$ cat config.mk
export PLATFORM = sky130hd
export DESIGN_NAME = call_responder
export DESIGN_NICKNAME = d
export VERILOG_FILES = /design/src/rtl/call_responder.sv
export SDC_FILE = /design/constraint.sdc
export NUM_CORES = 1
export LEC_CHECK = 0
export ABC_AREA = 1
export ABC_CLOCK_PERIOD_IN_PS = 5800
export BUFFER_PORTS_ARGS = -buffer_cell sky130_fd_sc_hd__buf_2
export CORE_MARGIN = 2
export CORE_UTILIZATION = 27
export CTS_BUF_LIST = sky130_fd_sc_hd__clkbuf_8 sky130_fd_sc_hd__clkbuf_16
export DETAILED_ROUTE_END_ITERATION = 7
export PLACE_DENSITY = 0.41
export SLEW_MARGIN = 20
export SYNTH_ARGS = -nofsm -noshare
export SYNTH_HDL_FRONTEND = slang
export SYNTH_SLANG_ARGS = --single-unit
$ cat constraint.sdc
create_clock -name clock -period 5.8 [get_ports clock]
set_clock_uncertainty 0.2 [all_clocks]
set_input_delay 1.74 -clock clock [delete_from_list [all_inputs] [get_ports clock]]
set_output_delay 1.74 -clock clock [all_outputs]
set_load 0.005 [all_outputs]
$ cat src/rtl/call_responder.sv
// Two-argument method-call responder: request FIFO feeding a single registered result stage.
// Optional macro CALL_RESPONDER_SAT_EN switches sum_a/sum_b from modulo-256 wrap to saturating arithmetic.
module call_responder #(
    parameter int DEPTH = 4,
    parameter int CNT_W = 16
) (
    input  logic             clock,
    input  logic             rst_n,
    input  logic             req_valid,
    output logic             req_ready,
    input  logic             req_sel,
    input  logic [7:0]       req_a1,
    input  logic [7:0]       req_a2,
    output logic             rsp_valid,
    input  logic             rsp_ready,
    output logic             rsp_sel,
    output logic [7:0]       rsp_ret,
    output logic [CNT_W-1:0] cnt_a,
    output logic [CNT_W-1:0] cnt_b
);

    localparam int AW = (DEPTH > 1) ? $clog2(DEPTH) : 1;
    localparam logic [AW:0] PTR_ONE = {{AW{1'b0}}, 1'b1};

    typedef struct packed {
        logic       sel;
        logic [7:0] a1;
        logic [7:0] a2;
    } call_t;

    typedef enum logic {
        ST_EMPTY = 1'b0,
        ST_FULL  = 1'b1
    } state_t;

    call_t           mem [DEPTH];
    logic [AW:0]     wr_ptr_reg, rd_ptr_reg;
    state_t          state_reg, state_next;
    logic            rsp_sel_reg;
    logic [7:0]      rsp_ret_reg;
    logic [CNT_W-1:0] cnt_a_reg, cnt_b_reg;

    logic            full, empty, push, pop, handshake;
    call_t           call_in, head;
    logic [8:0]      sum9, diff9;
    logic [7:0]      result;

    // Full when pointers match in index bits but differ in the wrap bit.
    assign full  = (wr_ptr_reg[AW] != rd_ptr_reg[AW]) &&
                   (wr_ptr_reg[AW-1:0] == rd_ptr_reg[AW-1:0]);
    assign empty = (wr_ptr_reg == rd_ptr_reg);

    assign req_ready = !full;
    assign push      = req_valid && !full;

    assign call_in.sel = req_sel;
    assign call_in.a1  = req_a1;
    assign call_in.a2  = req_a2;

    // Head is read combinationally so a pop can compute and load in the same cycle.
    assign head = mem[rd_ptr_reg[AW-1:0]];

    always_ff @(posedge clock) begin
        if (push) begin
            mem[wr_ptr_reg[AW-1:0]] <= call_in;
        end
    end

    always_comb begin
        sum9  = {1'b0, head.a1} + {1'b0, head.a2};
        diff9 = {1'b0, head.a1} - {1'b0, head.a2};
`ifdef CALL_RESPONDER_SAT_EN
        if (head.sel) begin
            result = diff9[8] ? 8'h00 : diff9[7:0];
        end else begin
            result = sum9[8] ? 8'hFF : sum9[7:0];
        end
`else
        result = head.sel ? diff9[7:0] : sum9[7:0];
`endif
    end

    always_comb begin
        state_next = state_reg;
        pop        = 1'b0;
        case (state_reg)
            ST_EMPTY: begin
                if (!empty) begin
                    pop        = 1'b1;
                    state_next = ST_FULL;
                end
            end
            ST_FULL: begin
                if (rsp_ready) begin
                    if (!empty) begin
                        pop = 1'b1;
                    end else begin
                        state_next = ST_EMPTY;
                    end
                end
            end
            default: state_next = ST_EMPTY;
        endcase
    end

    assign rsp_valid = (state_reg == ST_FULL);
    assign handshake = rsp_valid && rsp_ready;

    always_ff @(posedge clock or negedge rst_n) begin
        if (!rst_n) begin
            wr_ptr_reg  <= '0;
            rd_ptr_reg  <= '0;
            state_reg   <= ST_EMPTY;
            rsp_sel_reg <= 1'b0;
            rsp_ret_reg <= 8'h00;
        end else begin
            state_reg <= state_next;
            if (push) begin
                wr_ptr_reg <= wr_ptr_reg + PTR_ONE;
            end
            if (pop) begin
                rd_ptr_reg  <= rd_ptr_reg + PTR_ONE;
                rsp_sel_reg <= head.sel;
                rsp_ret_reg <= result;
            end
        end
    end

    // Per-method completion counters stick at all-ones instead of wrapping.
    always_ff @(posedge clock or negedge rst_n) begin
        if (!rst_n) begin
            cnt_a_reg <= '0;
            cnt_b_reg <= '0;
        end else if (handshake) begin
            if (!rsp_sel_reg && (cnt_a_reg != {CNT_W{1'b1}})) begin
                cnt_a_reg <= cnt_a_reg + 1'b1;
            end
            if (rsp_sel_reg && (cnt_b_reg != {CNT_W{1'b1}})) begin
                cnt_b_reg <= cnt_b_reg + 1'b1;
            end
        end
    end

    assign rsp_sel = rsp_sel_reg;
    assign rsp_ret = rsp_ret_reg;
    assign cnt_a   = cnt_a_reg;
    assign cnt_b   = cnt_b_reg;

endmodule

==> results of run 1 <==
==> routing by layer <==
metal	track usage	vias to the layer above	routed length, um
met2	0.193	91	5680
met1	0.160	1866	6130
met4	0.0410	0	172
met3	0.0386	13	616
met5	0	-	0
li1	-	1985	-
==> per-stage QoR <==
step | cells | hold slack (ps)
global route | 907 | 299
finish | 907 | 285
global placement | 876 | 270
floorplan | 550 | 262
CTS | 907 | 288
detailed placement | 876 | 278
==> worst max path at each step <==
| stage | to | slack, ps | start |
|---|---|---|---|
| after floorplan | mem[3][0]$_DFFE_PP_ | 2520 | req_valid |
| after global placement | rsp_ret[5]$_DFFE_PN0P_ | 2660 | rd_ptr_reg[0]$_DFFE_PN0P_ |
| after detailed placement | rsp_ret[7]$_DFFE_PN0P_ | 2590 | rd_ptr_reg[0]$_DFFE_PN0P_ |
| after CTS | req_ready | 2250 | rd_ptr_reg[0]$_DFFE_PN0P_ |
| after global routing | req_ready | 2150 | rd_ptr_reg[0]$_DFFE_PN0P_ |
| final | req_ready | 2280 | rd_ptr_reg[0]$_DFFE_PN0P_ |
==> critical path: cells and delay by family, from the launching register on <==
kind          cells  cell delay (ps)
flops             1              670
simple gates      1              140
buf+inv           1              150
xor+xnor          1              200
==> logic make-up (layout without fill, tap and decap cells) <==
family          Yosys count  in the layout  synth area share
fa+ha+maj                16             16            0.0372
buf+inv                  62            149            0.0522
flops                   116            116             0.580
compound gates           58             58            0.0582
mux                       1              1           0.00269
xor+xnor                 46             46            0.0721
simple gates            251            251             0.197
==> power by group <==
group          switching, mW  internal, mW
clock network          0.373         0.581
logic                   1.09         0.655
registers              0.166          1.13
total                   1.63          2.36
==> layout by cell type, fill, tap and decap left out, types with 2 or more instances in the layout <==
cell type and instances:
sky130_fd_sc_hd__nand2_1 142, sky130_fd_sc_hd__edfxtp_1 68, sky130_fd_sc_hd__buf_2 63, sky130_fd_sc_hd__dfrtp_1 48
sky130_fd_sc_hd__nor2_1 43, sky130_fd_sc_hd__inv_1 40, sky130_fd_sc_hd__nand3_1 33, sky130_fd_sc_hd__xor2_1 27
sky130_fd_sc_hd__o21ai_0 23, sky130_fd_sc_hd__xnor2_1 19, sky130_fd_sc_hd__clkbuf_16 17, sky130_fd_sc_hd__ha_1 15
sky130_fd_sc_hd__o21ai_1 11, sky130_fd_sc_hd__a21oi_1 10, sky130_fd_sc_hd__nand2_2 8, sky130_fd_sc_hd__nand4_1 8
sky130_fd_sc_hd__buf_4 8, sky130_fd_sc_hd__inv_2 6, sky130_fd_sc_hd__o22ai_1 6, sky130_fd_sc_hd__nor3_1 6
sky130_fd_sc_hd__o21ai_2 5, sky130_fd_sc_hd__clkinv_2 5, sky130_fd_sc_hd__clkinvlp_4 4, sky130_fd_sc_hd__nand3_2 2
sky130_fd_sc_hd__nor2_2 2, sky130_fd_sc_hd__nor4_1 2, sky130_fd_sc_hd__clkinv_4 2
==> layout make-up <==
cell class	instances	area [um2]	area share
Clock buffer	17	425	0.0632
Inverter	47	179	0.0266
Sequential cell	116	3240	0.482
Timing Repair Buffer	71	375	0.0558
Tap cell	270	338	0.0502
Clock inverter	14	115	0.0171
Multi-Input combinational cell	372	2050	0.305
==> Flow_metrics.wiki, run 1 <==
{| class="wikitable"
! Metric !! Value
|-
| Status || finished, final reports clean
|-
| Total number of yosys warnings || 0
|-
| Drt via density || 4.36
|-
| Critical Path Sink Type || primary output
|-
| Area added between synthesis and finish || 20.4%
|-
| DP Worst Slack || 2590 ps
|-
| Number of placement rows || 52
|-
| Fraction of synthesized cell area taken by the top area cell type || 0.365
|-
| DR vias || 3955
|-
| Worst Hold Depth || 1
|-
| Net Count, Synth || 587
|-
| DPL Wire Length || 8.68 mm
|-
| Worst slew pin tran || 623 ps
|-
| Cell type contributing the most total cell area after synthesis || sky130_fd_sc_hd__edfxtp_1
|-
| CTS Root Buffer Type || sky130_fd_sc_hd__clkbuf_16
|-
| Maximum number of buffers from clock root to sink || 2
|-
| Width of the die || 148 um
|-
| Fin worst setup slack || 2280 ps
|-
| Number of endpoints with negative hold slack in the final report || 0
|-
| Number of ports placed on the die boundary || 64
|-
| Number of clock sinks seen by CTS || 116
|-
| Cell type of the slowest stage on the worst timing path || sky130_fd_sc_hd__dfrtp_1
|-
| Yosys reg bits || 116
|-
| Initial standard-cell utilization of the core || 0.275
|-
| Die Area || 21900 um2
|-
| Post-synthesis cell count || 550
|-
| Global-route wire length before repair || 20.9 mm
|-
| Cell with the most instances after synthesis || sky130_fd_sc_hd__nand2_1
|-
| Number of flops mapped to enable cells by yosys || 68
|-
| GRT Util Overall || 0.122
|-
| Most common flop cell mapped by yosys || sky130_fd_sc_hd__edfxtp_1
|-
| Antenna Violating Nets Remaining || 0
|-
| List of most frequent post-synthesis cells || sky130_fd_sc_hd__nand2_1 (142), sky130_fd_sc_hd__edfxtp_1 (68), sky130_fd_sc_hd__dfrtp_1 (48)
|-
| Number of setup buffers added after CTS || 0
|-
| Peak per-stage delay on the critical path || 670 ps
|-
| Pleak || 2.85 nW
|-
| Insertion delay of the later-clocked pin in the worst-skew pair || 410 ps
|-
| Setup repair after global routing missed its margin || false
|-
| Max capacitance violation total || 0
|-
| Placeable core area || 20300 um2
|-
| Critical path type || reg2out
|-
| Routed wire per std cell || 13.9 um
|-
| Unique masters post-synth || 36
|-
| Critical path fanouts, max || 14
|-
| Total wire length after detailed routing || 12.6 mm
|-
| CTS tree || built
|-
| Number of buffers added on ports || 63
|-
| VDD IR max || 0.000252 V
|-
| Routability congestion estimate from global placement || 0.805
|-
| Terminus of the critical flop-to-flop path || rsp_ret[7]$_DFFE_PN0P_
|-
| Largest cells by area after synthesis || sky130_fd_sc_hd__edfxtp_1 (37%), sky130_fd_sc_hd__dfrtp_1 (21%), sky130_fd_sc_hd__nand2_1 (9.5%)
|-
| Total power density per cell area || 593 nW/um2
|-
| Area after detailed placement || 6190 um2
|-
| Die Span Y || 148 um
|-
| Fin util || 0.332
|-
| Cell breakdown of the critical path || xnor2_1 -> nand3_1 -> buf_2
|-
| Number of buffers added by the clock tree synthesis step || 17
|-
| Origin of the critical flop-to-flop path || rd_ptr_reg[0]$_DFFE_PN0P_
|-
| Endpoints failing setup || 0
|-
| Arrival time at the worst endpoint || 1580 ps
|-
| Worst relative slew slack || 0.585
|-
| FFs w/ async S/R, synth || 0.414
|-
| Number of buffers inserted by hold repair at cts || 0
|-
| Internal reg-to-reg setup slack || 2570 ps
|-
| Maximum number of pins on one net before global-route repair || 49
|-
| Fillcell total || 2105
|-
| Cells resized by post-CTS repair || 0
|-
| Number of detailed-route iterations in the first pass || 4
|-
| Flip-flop count of the largest register after layout || 68
|-
| Layout cells sized above 1 || 0.204
|-
| Hold Crit Endpoint || wr_ptr_reg[2]$_DFFE_PN0P_
|-
| Mapped cell area || 5590 um2
|-
| Via count of the first global-routing pass || 4006
|-
| Final critical delay including setup and external delays || 3520 ps
|-
| Maximum level of the CTS H-tree || 4
|-
| Worst hold-check path type || reg2reg
|-
| Final total power || 3.99 mW
|-
| Design area || 6730 um2
|-
| Detailed router's first-iteration violation count || 218
|-
| Hold path start || wr_ptr_reg[2]$_DFFE_PN0P_
|-
| Final setup TNS || 0 ps
|-
| Fraction of the cycle the final worst path needs || 0.606
|-
| Critical path startpoint category || flip-flop
|-
| Clock slew at reported path FFs || 50 ps
|-
| Global-route congestion overflow total || 0
|-
| Achievable clock frequency || 0.284 GHz
|-
| Per-instance average area after synthesis || 10.2 um2
|-
| Sequential area share after synthesis || 0.580
|-
| Required time of the critical path || 3860 ps
|-
| Number of diodes added for antenna fixing || 0
|-
| Antenna violations before repair || 0
|-
| Net count of the finished layout || 662
|-
| Max Slew Vio Count || 0
|-
| DRC violations left || 0
|-
| Path depth of the worst reg2reg path || 16
|}
(Power assumes the default switching activity.)
==> run 2, diff against run 1 <==
--- a/config.mk
+++ b/config.mk
@@ -6,13 +6,13 @@
 export NUM_CORES = 1
 export LEC_CHECK = 0
 export ABC_AREA = 1
-export ABC_CLOCK_PERIOD_IN_PS = 5800
+export ABC_CLOCK_PERIOD_IN_PS = 3080
 export BUFFER_PORTS_ARGS = -buffer_cell sky130_fd_sc_hd__buf_2
 export CORE_MARGIN = 2
 export CORE_UTILIZATION = 27
 export CTS_BUF_LIST = sky130_fd_sc_hd__clkbuf_8 sky130_fd_sc_hd__clkbuf_16
 export DETAILED_ROUTE_END_ITERATION = 7
-export PLACE_DENSITY = 0.41
+export PLACE_DENSITY = 0.43
 export SLEW_MARGIN = 20
 export SYNTH_ARGS = -nofsm -noshare
 export SYNTH_HDL_FRONTEND = slang
==> constraint.sdc (replaced) <==
create_clock -name clock -period 3.08 [get_ports clock]
set_clock_uncertainty 0.2 [all_clocks]
set_input_delay 0.924 -clock clock [delete_from_list [all_inputs] [get_ports clock]]
set_output_delay 0.924 -clock clock [all_outputs]
set_load 0.005 [all_outputs]
==> Flow_metrics.wiki, run 2 (synthesis gave the netlist of run 1 again) <==
{| class="wikitable"
! Metric !! Value
|-
| Die Area || 21900 um2
|-
| Grt met3 use || 0.0333
|-
| Area added between synthesis and finish || 22.5%
|-
| Critical path startpoint category || flip-flop
|-
| Status || finished, final reports clean
|-
| Insertion delay of the later-clocked pin in the worst-skew pair || 410 ps
|-
| Worst relative slew slack || 0.756
|-
| Clock slew at reported path FFs || 50 ps
|-
| Fraction of the cycle the final worst path needs || 0.921
|-
| Placeable core area || 20300 um2
|-
| Total power density per cell area || 1150 nW/um2
|-
| Worst hold-check path type || in2async
|-
| Detailed router's first-iteration violation count || 169
|-
| CTS tree || built
|-
| Arrival time at the worst endpoint || 2910 ps
|-
| Layout cells sized above 1 || 0.213
|-
| Cell count after placement || 880
|-
| Initial standard-cell utilization of the core || 0.275
|-
| Number of detailed-route iterations in the first pass || 4
|-
| Commonest cells after routing, fill and taps aside || sky130_fd_sc_hd__nand2_1 (142), sky130_fd_sc_hd__edfxtp_1 (68), sky130_fd_sc_hd__buf_2 (63)
|-
| Via count of the first global-routing pass || 3991
|-
| Fin worst setup slack || 244 ps
|-
| Worst slew pin tran || 363 ps
|-
| Final cell count without fillers || 912
|-
| Max Slew Vio Count || 0
|-
| GRT Util Overall || 0.122
|-
| Total wire length after detailed routing || 12.4 mm
|-
| CTS Root Buffer Type || sky130_fd_sc_hd__clkbuf_16
|-
| Maximum number of buffers from clock root to sink || 2
|-
| Global-route wire length before repair || 20.7 mm
|-
| Worst hold margin || 221 ps
|-
| DPL Wire Length || 8.86 mm
|-
| Number of endpoints with negative hold slack in the final report || 0
|-
| Number of placement rows || 52
|-
| Final critical delay including setup and external delays || 2840 ps
|-
| Required time of the critical path || 3150 ps
|-
| Max capacitance violation total || 0
|-
| Start point of the critical path || rd_ptr_reg[0]$_DFFE_PN0P_
|-
| Critical path type || reg2reg
|-
| Setup repair after global routing missed its margin || true
|-
| Antenna Violating Nets Remaining || 0
|-
| Critical path fanouts, max || 8
|-
| DR vias || 4001
|-
| Drt via density || 4.39
|-
| Die Span Y || 148 um
|-
| Routed wire per std cell || 13.6 um
|-
| Achievable clock frequency || 0.353 GHz
|-
| GRT met1 Usage || 0.156
|-
| Routability congestion estimate from global placement || 0.792
|-
| Pleak || 2.92 nW
|-
| Number of buffers added by the clock tree synthesis step || 17
|-
| Number of ports placed on the die boundary || 64
|-
| Origin of the critical flop-to-flop path || rd_ptr_reg[0]$_DFFE_PN0P_
|-
| Highest-utilization routing layer at the global route stage || met2
|-
| DP Worst Slack || 138 ps
|-
| Number of clock sinks seen by CTS || 116
|-
| Met2 usage in global routing || 0.201
|-
| Design area || 6840 um2
|-
| Leading cell type in the layout, fill and taps excluded || sky130_fd_sc_hd__nand2_1
|-
| Number of diodes added for antenna fixing || 0
|-
| Maximum level of the CTS H-tree || 4
|-
| DRC violations left || 0
|-
| Fin util || 0.337
|-
| Width of the die || 148 um
|-
| Flip-flop count of the largest register after layout || 68
|-
| Maximum number of pins on one net before global-route repair || 29
|-
| Net count of the finished layout || 668
|-
| Critical Path Sink Type || flip-flop
|-
| Antenna violations before repair || 0
|-
| VDD IR max || 0.000521 V
|-
| Number of buffers added on ports || 63
|-
| Global-route congestion overflow total || 0
|-
| Area after detailed placement || 6220 um2
|-
| Endpoints failing setup || 0
|}
==> run 2: cell count changes in the layout (fill, tap and decap cells not counted), sizes merged <==
cell / delta
buf: +6
bufinv: +2
clkinvlp: -1
clkinv: -2
==> run 2: critical path, stage by stage, from the launching register on <==
cell	delay (ps)
sky130_fd_sc_hd__dfrtp_2	470
sky130_fd_sc_hd__inv_4	120
sky130_fd_sc_hd__nand2_1	60
sky130_fd_sc_hd__nand3_1	70
sky130_fd_sc_hd__nand2_1	120
sky130_fd_sc_hd__ha_1	220
sky130_fd_sc_hd__inv_1	80
sky130_fd_sc_hd__a21oi_1	70
sky130_fd_sc_hd__nand2_1	70
sky130_fd_sc_hd__nand2_1	70
sky130_fd_sc_hd__xnor2_2	150
sky130_fd_sc_hd__ha_1	340
sky130_fd_sc_hd__buf_4	150
sky130_fd_sc_hd__nand2_1	80
sky130_fd_sc_hd__nand2_1	50
sky130_fd_sc_hd__a21oi_1	150
sky130_fd_sc_hd__xor2_1	150
sky130_fd_sc_hd__o21ai_0	80
==> run 2: area by class of cell <==
class / instances / area [um2]
fillers: 2104 / 13500
flip-flops and latches: 116 / 3250
multi-input cells: 372 / 2060
repair buffers: 77 / 444
clock buffers: 17 / 425
well taps: 270 / 338
inverters: 47 / 184
clock inverters: 13 / 145
==> run 2: metal layers <==
metal,part of all wire,vias up
li1,-,1999
met1,0.47,1898
met2,0.47,91
met3,0.045,13
met4,0.010,0
met5,0,-
==> run 2: final timing paths <==
check | depth (start not counted) | to | slack [ps]
worst min-delay path | 1 | cnt_b[9]$_DFFE_PN0P_ | 220
min in group clock | 2 | rsp_ret[2]$_DFFE_PN0P_ | 280
worst max-delay path | 17 | rsp_ret[6]$_DFFE_PN0P_ | 240
worst min register to register | 2 | rsp_ret[2]$_DFFE_PN0P_ | 280
worst max register to register | 17 | rsp_ret[6]$_DFFE_PN0P_ | 240
max in group asynchronous | 2 | cnt_a[9]$_DFFE_PN0P_ | 1860
==> run 2: where the power goes <==
group          switching, mW  internal (mW)  leakage [nW]
logic                   2.13           1.39          1.41
registers              0.301           2.13          1.22
clock network          0.664           1.24         0.283
==> run 2: stage by stage <==
step	total power [mW]	TNS, ps
floorplan	4.88	0
finish	7.85	0
CTS	7.81	0
global route	8.56	-13.3
detailed placement	5.86	0
global placement	5.82	0
==> run 2: timing repair <==
action / in CTS / in global routing
hold buffers: 0 / 0
setup endpoints to repair: 0 / 3
buffers inserted: 0 / 2
resized for setup: 0 / 12
